===== src/rtl/ac_unit_pkg.sv =====
// Shared op-code and FSM encodings for the AC/E register stage.
package ac_unit_pkg;

    localparam int AC_W = 16;

    localparam logic [3:0] OP_NOP = 4'h0;
    localparam logic [3:0] OP_CLA = 4'h1;
    localparam logic [3:0] OP_CLE = 4'h2;
    localparam logic [3:0] OP_CMA = 4'h3;
    localparam logic [3:0] OP_CME = 4'h4;
    localparam logic [3:0] OP_CIR = 4'h5;
    localparam logic [3:0] OP_CIL = 4'h6;
    localparam logic [3:0] OP_INC = 4'h7;
    localparam logic [3:0] OP_AND = 4'h8;
    localparam logic [3:0] OP_ADD = 4'h9;
    localparam logic [3:0] OP_LDA = 4'hA;

    localparam logic [1:0] ST_IDLE = 2'd0;
    localparam logic [1:0] ST_EXEC = 2'd1;
    localparam logic [1:0] ST_DONE = 2'd2;

    typedef struct packed {
        logic [3:0]      code;
        logic [AC_W-1:0] data;
    } op_req_t;

    // Codes 4'hB..4'hF have no meaning and retire as illegal.
    function automatic logic op_is_legal(input logic [3:0] code);
        return code <= OP_LDA;
    endfunction

endpackage


===== src/rtl/sixteenbitadder.sv =====
// 16-bit ripple-carry adder built from a chain of full-adder bit slices.
module sixteenbitadder (
    input  logic [15:0] a,
    input  logic [15:0] b,
    input  logic        cin,
    output logic [15:0] sum,
    output logic        cout
);

    logic [16:0] c;

    assign c[0] = cin;

    for (genvar i = 0; i < 16; i++) begin : g_bit
        assign sum[i]  = a[i] ^ b[i] ^ c[i];
        assign c[i+1]  = (a[i] & b[i]) | (c[i] & (a[i] ^ b[i]));
    end

    assign cout = c[16];

endmodule


===== src/rtl/ac_e_register_unit.sv =====
// Accumulator + extend flip-flop stage: 3-cycle IDLE/EXEC/DONE handshake,
// ADD and INC routed through the shared ripple adder.
module ac_e_register_unit
    import ac_unit_pkg::*;
#(
    parameter int                DATA_W = 16,
    parameter logic [DATA_W-1:0] AC_RST = '0
) (
    input  logic              clk,
    input  logic              rst_n,
    input  logic              op_valid,
    output logic              op_ready,
    input  logic [3:0]        op_code,
    input  logic [DATA_W-1:0] op_data,
    output logic [DATA_W-1:0] ac_out,
    output logic              e_out,
    output logic              done,
    output logic              illegal_op,
    output logic              ac_zero,
    output logic              ac_neg
);

    if (DATA_W != AC_W) begin : g_bad_width
        $error("ac_e_register_unit: DATA_W must be 16 (adder is fixed width)");
    end

    logic [1:0]        state;
    op_req_t           op_q;
    logic [DATA_W-1:0] ac;
    logic              e;
    logic [DATA_W-1:0] ac_nxt;
    logic              e_nxt;
    logic [AC_W-1:0]   add_b;
    logic [AC_W-1:0]   add_sum;
    logic              add_cout;

    // Only ADD and INC present a non-zero second operand to the adder.
    always_comb begin
        add_b = '0;
        if (op_q.code == OP_ADD)      add_b = op_q.data;
        else if (op_q.code == OP_INC) add_b = 16'h0001;
    end

    sixteenbitadder u_adder (
        .a    (ac),
        .b    (add_b),
        .cin  (1'b0),
        .sum  (add_sum),
        .cout (add_cout)
    );

    always_comb begin
        ac_nxt = ac;
        e_nxt  = e;
        case (op_q.code)
            OP_CLA: ac_nxt = '0;
            OP_CLE: e_nxt  = 1'b0;
            OP_CMA: ac_nxt = ~ac;
            OP_CME: e_nxt  = ~e;
            OP_CIR: begin
                ac_nxt = {e, ac[DATA_W-1:1]};
                e_nxt  = ac[0];
            end
            OP_CIL: begin
                ac_nxt = {ac[DATA_W-2:0], e};
                e_nxt  = ac[DATA_W-1];
            end
            OP_INC: ac_nxt = add_sum;
            OP_AND: ac_nxt = ac & op_q.data;
            OP_ADD: begin
                ac_nxt = add_sum;
                e_nxt  = add_cout;
            end
            OP_LDA: ac_nxt = op_q.data;
            default: ;
        endcase
    end

    always_ff @(posedge clk or negedge rst_n) begin
        if (!rst_n) begin
            state <= ST_IDLE;
            op_q  <= '0;
            ac    <= AC_RST;
            e     <= 1'b0;
        end else begin
            case (state)
                ST_IDLE: if (op_valid) begin
                    op_q.code <= op_code;
                    op_q.data <= op_data;
                    state     <= ST_EXEC;
                end
                ST_EXEC: begin
                    ac    <= ac_nxt;
                    e     <= e_nxt;
                    state <= ST_DONE;
                end
                default: state <= ST_IDLE;
            endcase
        end
    end

    assign op_ready   = (state == ST_IDLE);
    assign done       = (state == ST_DONE);
    assign illegal_op = done & ~op_is_legal(op_q.code);
    assign ac_out     = ac;
    assign e_out      = e;
    assign ac_zero    = (ac == '0);
    assign ac_neg     = ac[DATA_W-1];

endmodule

===== config.mk =====
export PLATFORM = sky130hd
export DESIGN_NAME = ac_e_register_unit
export DESIGN_NICKNAME = d
export VERILOG_FILES = /design/src/rtl/ac_unit_pkg.sv /design/src/rtl/sixteenbitadder.sv /design/src/rtl/ac_e_register_unit.sv
export SDC_FILE = /design/constraint.sdc
export NUM_CORES = 1
export LEC_CHECK = 0
export ABC_AREA = 1
export CORE_AREA = 2 2 93 95
export DETAILED_ROUTE_END_ITERATION = 8
export DIE_AREA = 0 0 95 97
export PLACE_DENSITY = 0.64
export SLEW_MARGIN = 40
export SYNTH_ARGS = -nofsm -noshare
export SYNTH_HDL_FRONTEND = slang
export SYNTH_SLANG_ARGS = --single-unit

===== constraint.sdc =====
create_clock -name clk -period 10.2 [get_ports clk]
set_input_delay 2.04 -clock clk [delete_from_list [all_inputs] [get_ports clk]]
set_output_delay 2.04 -clock clk [all_outputs]
set_load 0.01 [all_outputs]

==> impl_metrics.tcl, run 1 <==
set metrics [dict create \
    crit_slowest_cell "dfrtp_1" \
    pin_count 45 \
    synth-seq-cells 39 \
    cp.required_ns 10.40 \
    cts.clk_slew.worst_paths_ns 0.09 \
    dieWidth_um 95 \
    drive_gt1_share_pct 5.06 \
    drv_cap 0 \
    n_antenna_cell 0 \
    post_cts_buffers 0 \
    fin_skew_ns 0.0124 \
    avgSynthCellArea_um2 6.76 \
    dieArea_mm2 0.00922 \
    firstDrtPassIters 4 \
    antenna_found_initial 0 \
    grt_max_degree 42 \
    worstMarginPinSlew_ns 0.820 \
    pwr_density_cell_mw_per_mm2 214 \
    nFillCells 841 \
    synthCells 438 \
    cts_tree "done" \
    detail_route.wl_per_cell_um 13.2 \
    slowest_delay_ns 0.47 \
    cpLargestDelayFamily "adder cells" \
    max-slew-margin-rel_pct 45.3 \
    status "finished, final reports clean" \
    period_share_pct 82.4 \
    grt_pass1_wl_um 13000 \
    critPathLaunchType "register" \
    io_buffer_count 44 \
    synthFlopType "dfrtp_1" \
    numCtsBuffers 5 \
    tns_ns 0 \
    r2r-start "op_q[19]$_DFFE_PN0P_" \
    cts_max_level 2 \
    cts.repair.resized 0 \
    via_per_inst 4.85 \
    path_buf_inv 6 \
    synth_commonest_cells "nand2_1 (129), inv_1 (88), dfrtp_1 (39), nand3_1 (35), o21ai_0 (30)" \
    final_core_utilization_pct 44.0 \
    criticalPathCategory "register to register" \
    whs_path_depth 2 \
    min-delay-start "ac_out[1]$_DFFE_PN0P_" \
    synth_cell_types 24 \
    core_mm2 0.00813 \
    yosys_warnings 0 \
    cpMostUsedCell "fa_1" \
    wirelength_um 7620 \
    reg2reg_depth 30 \
    synth_most_common_cell "nand2_1" \
    hold_path_class "register to register" \
    fp-row-count 33 \
    synth.area.top_cells "dfrtp_1 (33%), nand2_1 (16%), inv_1 (11%), fa_1 (10%), nand3_1 (5.9%)" \
    seq_area_um2 976 \
    ctsLongestPathBuffers 2 \
    hold_end "ac_out[1]$_DFFE_PN0P_" \
    worst_ep_arrival_time_ns 8.60 \
    die_height_um 97 \
    grt.total_usage_pct 17.5 \
    min_period_ns 8.40 \
    multi_input_area_mm2 0.00155 \
    slew_viol_final 0 \
    p_leak_nw 1.69 \
    yosysSeqAreaShare_pct 33.0 \
    insertion_delay_ns 0.30 \
    yosysTopAreaCell "dfrtp_1" \
    grt-ovfl-total 0 \
    start_util_pct 36.4 \
    cts_root_buffer "clkbuf_8" \
    setup_viol 0 \
    finalHoldViolCount 0 \
    synthArstFlopShare_pct 100 \
    ff2ff_setup_slack_ns 1.80 \
    end_kind "register" \
    post-route-drc-count 0 \
    grt_pass1_vias 2888 \
    drt_iter0_markers 133 \
    grt_setup_unrepaired "no" \
    final_net_count 512 \
    r2r-end "ac_out[15]$_DFFE_PN0P_" \
    syn_to_final_growth_pct 21.0 \
    hold_buffers 0 \
    netlist.area_leader.share_pct 33.0 \
    synth-edff-count 0 \
    gp_congestion 0.887 \
    vias 2807 \
    max_clock_freq_ghz 0.119 \
    path_max_fanout 18 \
    peakVddDrop_uv 82.7 \
    clkSinkCount 39 \
    dp_hpwl_um 5370 \
    synth_fp_nets 477 \
    antenna_left 0 \
    syn_area_mm2 0.00296 \
]
## cells by family (layout without fill, tap and decap cells)
logic type / Yosys count / count (layout) / share of synthesized area, %
flops: 39 / 39 / 33.0
simple gates: 218 / 218 / 32.2
compound gates: 57 / 57 / 9.68
buf+inv: 108 / 144 / 14.6
fa+ha+maj: 16 / 16 / 10.6
## how the worst max path moves through the flow
stage	startpoint	endpoint	cells past startpoint	slack, ns
finish	op_q[19]$_DFFE_PN0P_	ac_out[15]$_DFFE_PN0P_	30	1.80
global route	op_q[19]$_DFFE_PN0P_	ac_out[15]$_DFFE_PN0P_	30	1.36
CTS	op_q[19]$_DFFE_PN0P_	ac_out[15]$_DFFE_PN0P_	30	1.78
detailed placement	op_q[19]$_DFFE_PN0P_	ac_out[15]$_DFFE_PN0P_	30	1.81
global placement	op_q[19]$_DFFE_PN0P_	ac_out[15]$_DFFE_PN0P_	30	2.03
floorplan	op_q[19]$_DFFE_PN0P_	ac_out[15]$_DFFE_PN0P_	31	2.55
## cell usage in the layout (no fill, tap or decap), types with 4 or more instances in the layout
master             n
clkbuf_8           5
inv_2              5
o21ai_0           30
inv_1             87
nor2_2             4
o21ai_1           10
fa_1              15
nand4_1           18
dfrtp_1           39
a21oi_1           16
clkdlybuf4s50_1   43
nand3_1           35
nand2_1          129
nor2_1            24
## report_power, final
part / internal (mW) / switching, mW / leakage, nW
clock network: 0.0976 / 0.0587 / 0.0644
logic: 0.142 / 0.204 / 1.12
registers: 0.202 / 0.0647 / 0.504
## metal layers
metal	GRT usage, %	part of all wire (%)
met1	22.3	45
met4	6.02	1.1
met5	0	0
met2	29.8	49
met3	2.65	4.2
## layout make-up
cell class,instances,share of cell area [%]
well taps,105,3.67
clock buffers,5,1.92
multi-input cells,291,43.4
inverters,92,9.64
clock inverters,3,1.89
repair buffers,44,12.2
flip-flops and latches,39,27.3
## flip-flops by register name, indices dropped and copies added (netlist names)
register,count
op_q,20
ac_out,16
state,2
e_out,1
## tightest hold or removal path: cells and delay by family (launching register included)
family        cells  cell delay, ns
flops             1            0.42
simple gates      2            0.13
## metrics by stage
step | area [um2] | total power [mW] | setup WS [ns] | hold WS (ns) | instances
after global routing | 3580 | 0.833 | 1.36 | 0.594 | 579
after global placement | 3440 | 0.607 | 2.03 | 0.550 | 571
after detailed placement | 3440 | 0.615 | 1.81 | 0.559 | 571
after CTS | 3580 | 0.777 | 1.78 | 0.576 | 579
after floorplan | 2960 | 0.464 | 2.55 | 0.530 | 438
final | 3580 | 0.768 | 1.80 | 0.578 | 579
(Power assumes the default switching activity.)
==> run 2, diff against run 1 <==
==> constraint.sdc (replaced) <==
create_clock -name clk -period 8.4 [get_ports clk]
set_input_delay 1.68 -clock clk [delete_from_list [all_inputs] [get_ports clk]]
set_output_delay 1.68 -clock clk [all_outputs]
set_load 0.01 [all_outputs]
==> run 2 against run 1 <==
  * Fmax rose by 5.1%
  * Critical path depth stayed put
  * Sequential power grew 22%
  * Global-route usage is 0.65 points higher
  * Largest cell class unchanged
  * Largest power group unchanged
==> impl_metrics.tcl, run 2 (synthesis results as in run 1) <==
set metrics [dict create \
    status "finished, final reports clean" \
    clkSinkCount 39 \
    path_buf_inv 6 \
    firstDrtPassIters 5 \
    cpMostUsedCell "fa_1" \
    worstMarginPinSlew_ns 0.860 \
    insertion_delay_ns 0.29 \
    grt_pass1_vias 2848 \
    finalHoldViolCount 0 \
    hold_path_class "register to register" \
    met1_length_um 3650 \
    slew_viol_final 0 \
    drv_cap 0 \
    slowest_delay_ns 0.47 \
    nFillCells 864 \
    end_kind "register" \
    power.total_uw 875 \
    hold_buffers 0 \
    pwr_density_cell_mw_per_mm2 246 \
    numCtsBuffers 5 \
    drt_iter0_markers 184 \
    crit_slowest_cell "fa_1" \
    pre_cts_ws_ns 0.384 \
    grt-ovfl-total 0 \
    peakVddDrop_uv 94.5 \
    largest_reg_flops 20 \
    highest_layer "met4" \
    setup_viol 0 \
    top_register "op_q" \
    io_buffer_count 44 \
    fp-row-count 33 \
    layout_setup_ws_ns 0.409 \
    cts_root_buffer "clkbuf_8" \
    layout_commonest_cell "nand2_1" \
    grt_setup_unrepaired "no" \
    final_core_utilization_pct 43.8 \
    n_antenna_cell 0 \
    final_cell_mix "nand2_1 (129), inv_1 (87), clkdlybuf4s50_1 (43), dfrtp_1 (39), nand3_1 (35)" \
    fin_worst_hold_slack_ns 0.570 \
    wl_met3_um 327 \
    syn_to_final_growth_pct 20.3 \
    criticalPathCategory "register to register" \
    pin_count 45 \
    via_per_inst 4.88 \
    start_util_pct 36.4 \
    cp.required_ns 8.59 \
    ctsLongestPathBuffers 2 \
    die_height_um 97 \
    drive_gt1_share_pct 5.66 \
    antenna_left 0 \
    cts.clk_slew.worst_paths_ns 0.08 \
    cts_max_level 2 \
    wirelength_um 7920 \
    cts_tree "done" \
    dp_hpwl_um 5450 \
    grt_pass1_wl_um 13500 \
    critPathLaunchType "register" \
    post-route-drc-count 0 \
    core_mm2 0.00813 \
    dieWidth_um 95 \
    path_max_fanout 17 \
    antenna_found_initial 0 \
    tns_ns 0 \
    max_clock_freq_ghz 0.125 \
    grt_max_degree 42 \
    worst_ep_arrival_time_ns 8.18 \
    min_period_ns 7.99 \
    final_net_count 515 \
    grt.total_usage_pct 18.1 \
    p_leak_nw 1.69 \
    fin_skew_ns 0.00642 \
    detail_route.wl_per_cell_um 13.6 \
    gp_congestion 0.912 \
    vias 2840 \
    max-slew-margin-rel_pct 42.6 \
    cpLargestDelayFamily "adder cells" \
    dieArea_mm2 0.00922 \
    period_share_pct 95.1 \
    wl_met2_um 3850 \
]
## run 2: where the power goes
part | switching (mW) | internal, mW | total, mW
sequential | 0.0791 | 0.245 | 0.324
clock | 0.0684 | 0.0569 | 0.125
combinational | 0.251 | 0.175 | 0.425
total | 0.398 | 0.476 | 0.875
## run 2: worst reg2reg max path, delay by kind of cell, from the launching register on
kind | cells | cell delay, ns
compound gates | 2 | 0.22
flops | 1 | 0.43
fa+ha+maj | 16 | 6.07
simple gates | 6 | 0.74
buf+inv | 6 | 0.39
## run 2: final cells by class
class / count / area (um2) / area share, %
Inverter: 92 / 345 / 9.70
Tap cell: 105 / 131 / 3.69
Clock buffer: 5 / 68.8 / 1.93
Sequential cell: 39 / 976 / 27.4
Multi-Input combinational cell: 291 / 1560 / 43.9
Clock inverter: 3 / 15.0 / 0.422
Timing Repair Buffer: 47 / 460 / 12.9
## run 2: what timing repair did
action                                  in CTS  in global routing
endpoints found under the setup margin       0                  2
setup buffers                                0                  0
gates resized for setup                      0                  1
endpoints found under the hold margin        0                  0
## run 2: per-layer routing
layer  track usage, %  vias to the layer above
met5                0                        -
met4             5.80                        0
met3             2.65                        9
met1             24.7                     1329
met2             29.5                       75
li1                 -                     1427
## run 2: through the flow
stage | instance area (um2) | cells
global placement | 3460 | 574
finish | 3560 | 582
detailed placement | 3470 | 574
floorplan | 2960 | 438
CTS | 3550 | 582
global route | 3560 | 582
## run 2: path summary, 6_finish.rpt
| check | startpoint | end | slack [ns] | cells after the start |
|---|---|---|---|---|
| worst max-delay path | op_q[16]$_DFFE_PN0P_ | ac_out[15]$_DFFE_PN0P_ | 0.41 | 30 |
| worst min-delay path | ac_out[4]$_DFFE_PN0P_ | ac_out[4]$_DFFE_PN0P_ | 0.57 | 2 |
| worst max register to register | op_q[16]$_DFFE_PN0P_ | ac_out[15]$_DFFE_PN0P_ | 0.41 | 30 |
| worst min register to register | ac_out[4]$_DFFE_PN0P_ | ac_out[4]$_DFFE_PN0P_ | 0.57 | 2 |
| max in group asynchronous | rst_n | ac_out[8]$_DFFE_PN0P_ | 6.69 | 1 |
| min in group asynchronous | rst_n | op_q[17]$_DFFE_PN0P_ | 1.35 | 1 |
==> run 3, diff against run 2 <==
--- a/config.mk
+++ b/config.mk
@@ -5,11 +5,11 @@
 export SDC_FILE = /design/constraint.sdc
 export NUM_CORES = 1
 export LEC_CHECK = 0
-export ABC_AREA = 1
-export CORE_AREA = 2 2 93 95
+export CORE_AREA = 2 2 90 92
 export DETAILED_ROUTE_END_ITERATION = 8
-export DIE_AREA = 0 0 95 97
-export PLACE_DENSITY = 0.64
+export DIE_AREA = 0 0 92 94
+export PLACE_DENSITY = 0.65
+export SETUP_SLACK_MARGIN = 0.15
 export SLEW_MARGIN = 40
 export SYNTH_ARGS = -nofsm -noshare
 export SYNTH_HDL_FRONTEND = slang
==> run 3 against run 2 <==
  * Design area is 5.9% lower
  * Largest power group unchanged
  * Critical endpoint unchanged
  * Critical path type unchanged
  * Routed wire length down 4.5%
  * Non-clock buffer count increased by 2
  * Clock power rose by 15%
==> impl_metrics.tcl, run 3 <==
set metrics [dict create \
    status "finished, final reports clean" \
    synth_fp_nets 337 \
    pwr_density_cell_mw_per_mm2 303 \
    post_cts_buffers 0 \
    setup_viol 0 \
    yosysSeqAreaShare_pct 35.2 \
    r2r-start "op_q[17]$_DFFE_PN0P_" \
    dieWidth_um 92 \
    p_leak_nw 1.33 \
    grt-ovfl-total 0 \
    drv_cap 0 \
    die_height_um 94 \
    vias 2519 \
    hold_path_class "register to register" \
    nFillCells 763 \
    period_share_pct 93.3 \
    synth_cell_types 38 \
    layout_commonest_cell "inv_1" \
    cts_root_buffer "clkbuf_8" \
    hold_buffers 0 \
    fp-row-count 32 \
    pre_cts_ws_ns 0.534 \
    n_antenna_cell 0 \
    wirelength_um 7560 \
    r2r-end "ac_out[15]$_DFFE_PN0P_" \
    synthCells 298 \
    clkPwrFrac_pct 14.2 \
    slew_viol_final 0 \
    ff2ff_setup_slack_ns 0.57 \
    drt_iter0_markers 309 \
    cts.clk_slew.worst_paths_ns 0.08 \
    critPathLaunchType "register" \
    gp_congestion 0.804 \
    sequentialPowerShare_pct 36.4 \
    seq_area_um2 976 \
    synthArstFlopShare_pct 100 \
    synth.area.top_cells "dfrtp_1 (35%), fa_1 (11%), inv_1 (6.0%), a222oi_1 (5.8%), a22o_1 (5.1%)" \
    reg2reg_depth 25 \
    antenna_left 0 \
    path_max_fanout 13 \
    io_buffer_count 44 \
    fin_worst_hold_slack_ns 0.495 \
    drive_gt1_share_pct 7.29 \
    insertion_delay_ns 0.29 \
    grt_pass1_wl_um 12700 \
    grt_pass1_vias 2644 \
    fin_skew_ns 0.00575 \
    worst_ep_arrival_time_ns 8.01 \
    final_core_utilization_pct 44.0 \
    criticalPathCategory "register to register" \
    yosys.area_share.simple_pct 13.2 \
    layout_setup_ws_ns 0.566 \
    syn_area_mm2 0.00277 \
    ctsLongestPathBuffers 2 \
    largest_reg_flops 20 \
    antenna_found_initial 0 \
    via_per_inst 5.84 \
    peakVddDrop_uv 201 \
    firstDrtPassIters 7 \
    top_register "op_q" \
    combPwrFrac_pct 49.4 \
    post-route-drc-count 0 \
    core_mm2 0.00761 \
    design_area_mm2 0.00335 \
    netlist.area_leader.share_pct 35.2 \
    grt_setup_unrepaired "no" \
    synthAdderAreaFrac_pct 11.3 \
    clkSinkCount 39 \
    synth_xor_area_share_pct 0 \
    final_cell_mix "inv_1 (44), clkdlybuf4s50_1 (43), dfrtp_1 (39), nand2_1 (30), o21ai_0 (18)" \
    max-slew-margin-rel_pct 46.8 \
    syn_to_final_growth_pct 20.9 \
    cp.required_ns 8.57 \
    multi_input_area_mm2 0.00150 \
    worstMarginPinSlew_ns 0.794 \
    synth-edff-count 0 \
    cts_tree "done" \
    switching_share_pct 43.3 \
    synth_commonest_cells "inv_1 (44), dfrtp_1 (39), nand2_1 (30), o21ai_0 (18), nor2_1 (17)" \
    end_kind "register" \
    synth_most_common_cell "inv_1" \
    avgSynthCellArea_um2 9.30 \
    detail_route.wl_per_cell_um 17.5 \
    numCtsBuffers 5 \
    synthMuxAreaShare_pct 2.03 \
    synth_compound_area_share_pct 27.3 \
    crit_path_start "op_q[17]$_DFFE_PN0P_" \
    p_sw_uw 440 \
    tns_ns 0 \
    cts.repair.resized 0 \
    synthFlopType "dfrtp_1" \
    max_clock_freq_ghz 0.128 \
    placed_area_mm2 0.00324 \
    worstSetupEndpoint "ac_out[15]$_DFFE_PN0P_" \
    dp_hpwl_um 4940 \
    final_net_count 367 \
    yosys_warnings 0 \
    grt.total_usage_pct 18.5 \
    synth_top_family_by_area "compound AO/OA/AOI/OAI gates" \
    yosysTopAreaCell "dfrtp_1" \
    dieArea_mm2 0.00865 \
    grt_max_degree 40 \
    start_util_pct 36.4 \
    synth-seq-cells 39 \
    finalHoldViolCount 0 \
    min_period_ns 7.83 \
    pin_count 45 \
    intPower_uw 576 \
    cts_max_level 2 \
]
-- run 3: cell count changes after synthesis, sizes merged, moves of 8 or more --
cell     delta
a222oi     +16
o32ai      +15
a22o       +16
nand2     -102
o21ai      -21
nand3      -36
inv        -48
nor2       -13
o2bb2ai    +16
buf         +8
nand4      -18
a21oi      -12
nor2b       +8
-- run 3: how the worst min path moves through the flow --
stage	startpoint	end	slack (ns)	cells after the start
after floorplan	state[1]$_DFFE_PN0P_	state[1]$_DFFE_PN0P_	0.44	1
after global placement	state[1]$_DFFE_PN0P_	state[1]$_DFFE_PN0P_	0.48	1
after detailed placement	state[1]$_DFFE_PN0P_	state[1]$_DFFE_PN0P_	0.49	1
after CTS	state[1]$_DFFE_PN0P_	state[1]$_DFFE_PN0P_	0.50	1
after global routing	state[1]$_DFFE_PN0P_	state[1]$_DFFE_PN0P_	0.54	1
final	state[1]$_DFFE_PN0P_	state[1]$_DFFE_PN0P_	0.49	1
-- run 3: worst max-delay path: stages, from the launching register on --
cell	delay, ns
dfrtp_1	0.54
nor2_1	0.20
a32oi_1	0.11
nor2b_1	0.15
ha_1	0.16
inv_1	0.05
fa_1	0.41
fa_1	0.43
fa_1	0.42
fa_1	0.43
fa_1	0.43
fa_1	0.42
fa_1	0.43
fa_1	0.42
fa_1	0.43
fa_1	0.43
fa_1	0.43
fa_1	0.39
inv_1	0.08
fa_1	0.19
fa_1	0.17
inv_1	0.05
fa_1	0.48
inv_1	0.04
a222oi_1	0.29
o2bb2ai_1	0.11
-- run 3: per-stage QoR --
stage / power [mW] / std cells
global route: 1.09 / 431
global placement: 0.859 / 423
floorplan: 0.658 / 298
CTS: 1.01 / 431
finish: 1.02 / 431
detailed placement: 0.867 / 423
-- run 3: layout make-up --
type,count,area share (%)
sequential,39,29.1
tap,102,3.81
timing repair buffer,49,14.2
multi-input combinational,188,44.8
clock buffer,8,2.99
inverter,45,5.04
-- run 3: power groups by stage --
stage / combinational [mW] / clock (mW) / sequential, mW
6_report: 0.502 / 0.144 / 0.370
5_1_grt: 0.557 / 0.153 / 0.382
4_1_cts: 0.500 / 0.147 / 0.368
3_5_place_dp: 0.496 / 0 / 0.371
3_3_place_gp: 0.487 / 0 / 0.371
2_1_floorplan: 0.315 / 0 / 0.343
-- run 3: routing by layer --
layer / part of all wire [%] / wire [um] / vias to the layer above / GRT usage, %
li1: - / - / 1125 / -
met1: 45 / 3390 / 1266 / 24.7
met2: 47 / 3530 / 112 / 29.4
met3: 6.9 / 523 / 16 / 3.69
met4: 1.6 / 120 / 0 / 7.59
met5: 0 / 0 / - / 0
-- run 3: kinds of logic after synthesis --
group | count (synthesis)
and+or+nand+nor | 74
buffers and inverters | 71
muxes | 5
adders and majority gates | 16
AOI/OAI and AO/OA | 93
DFF | 39
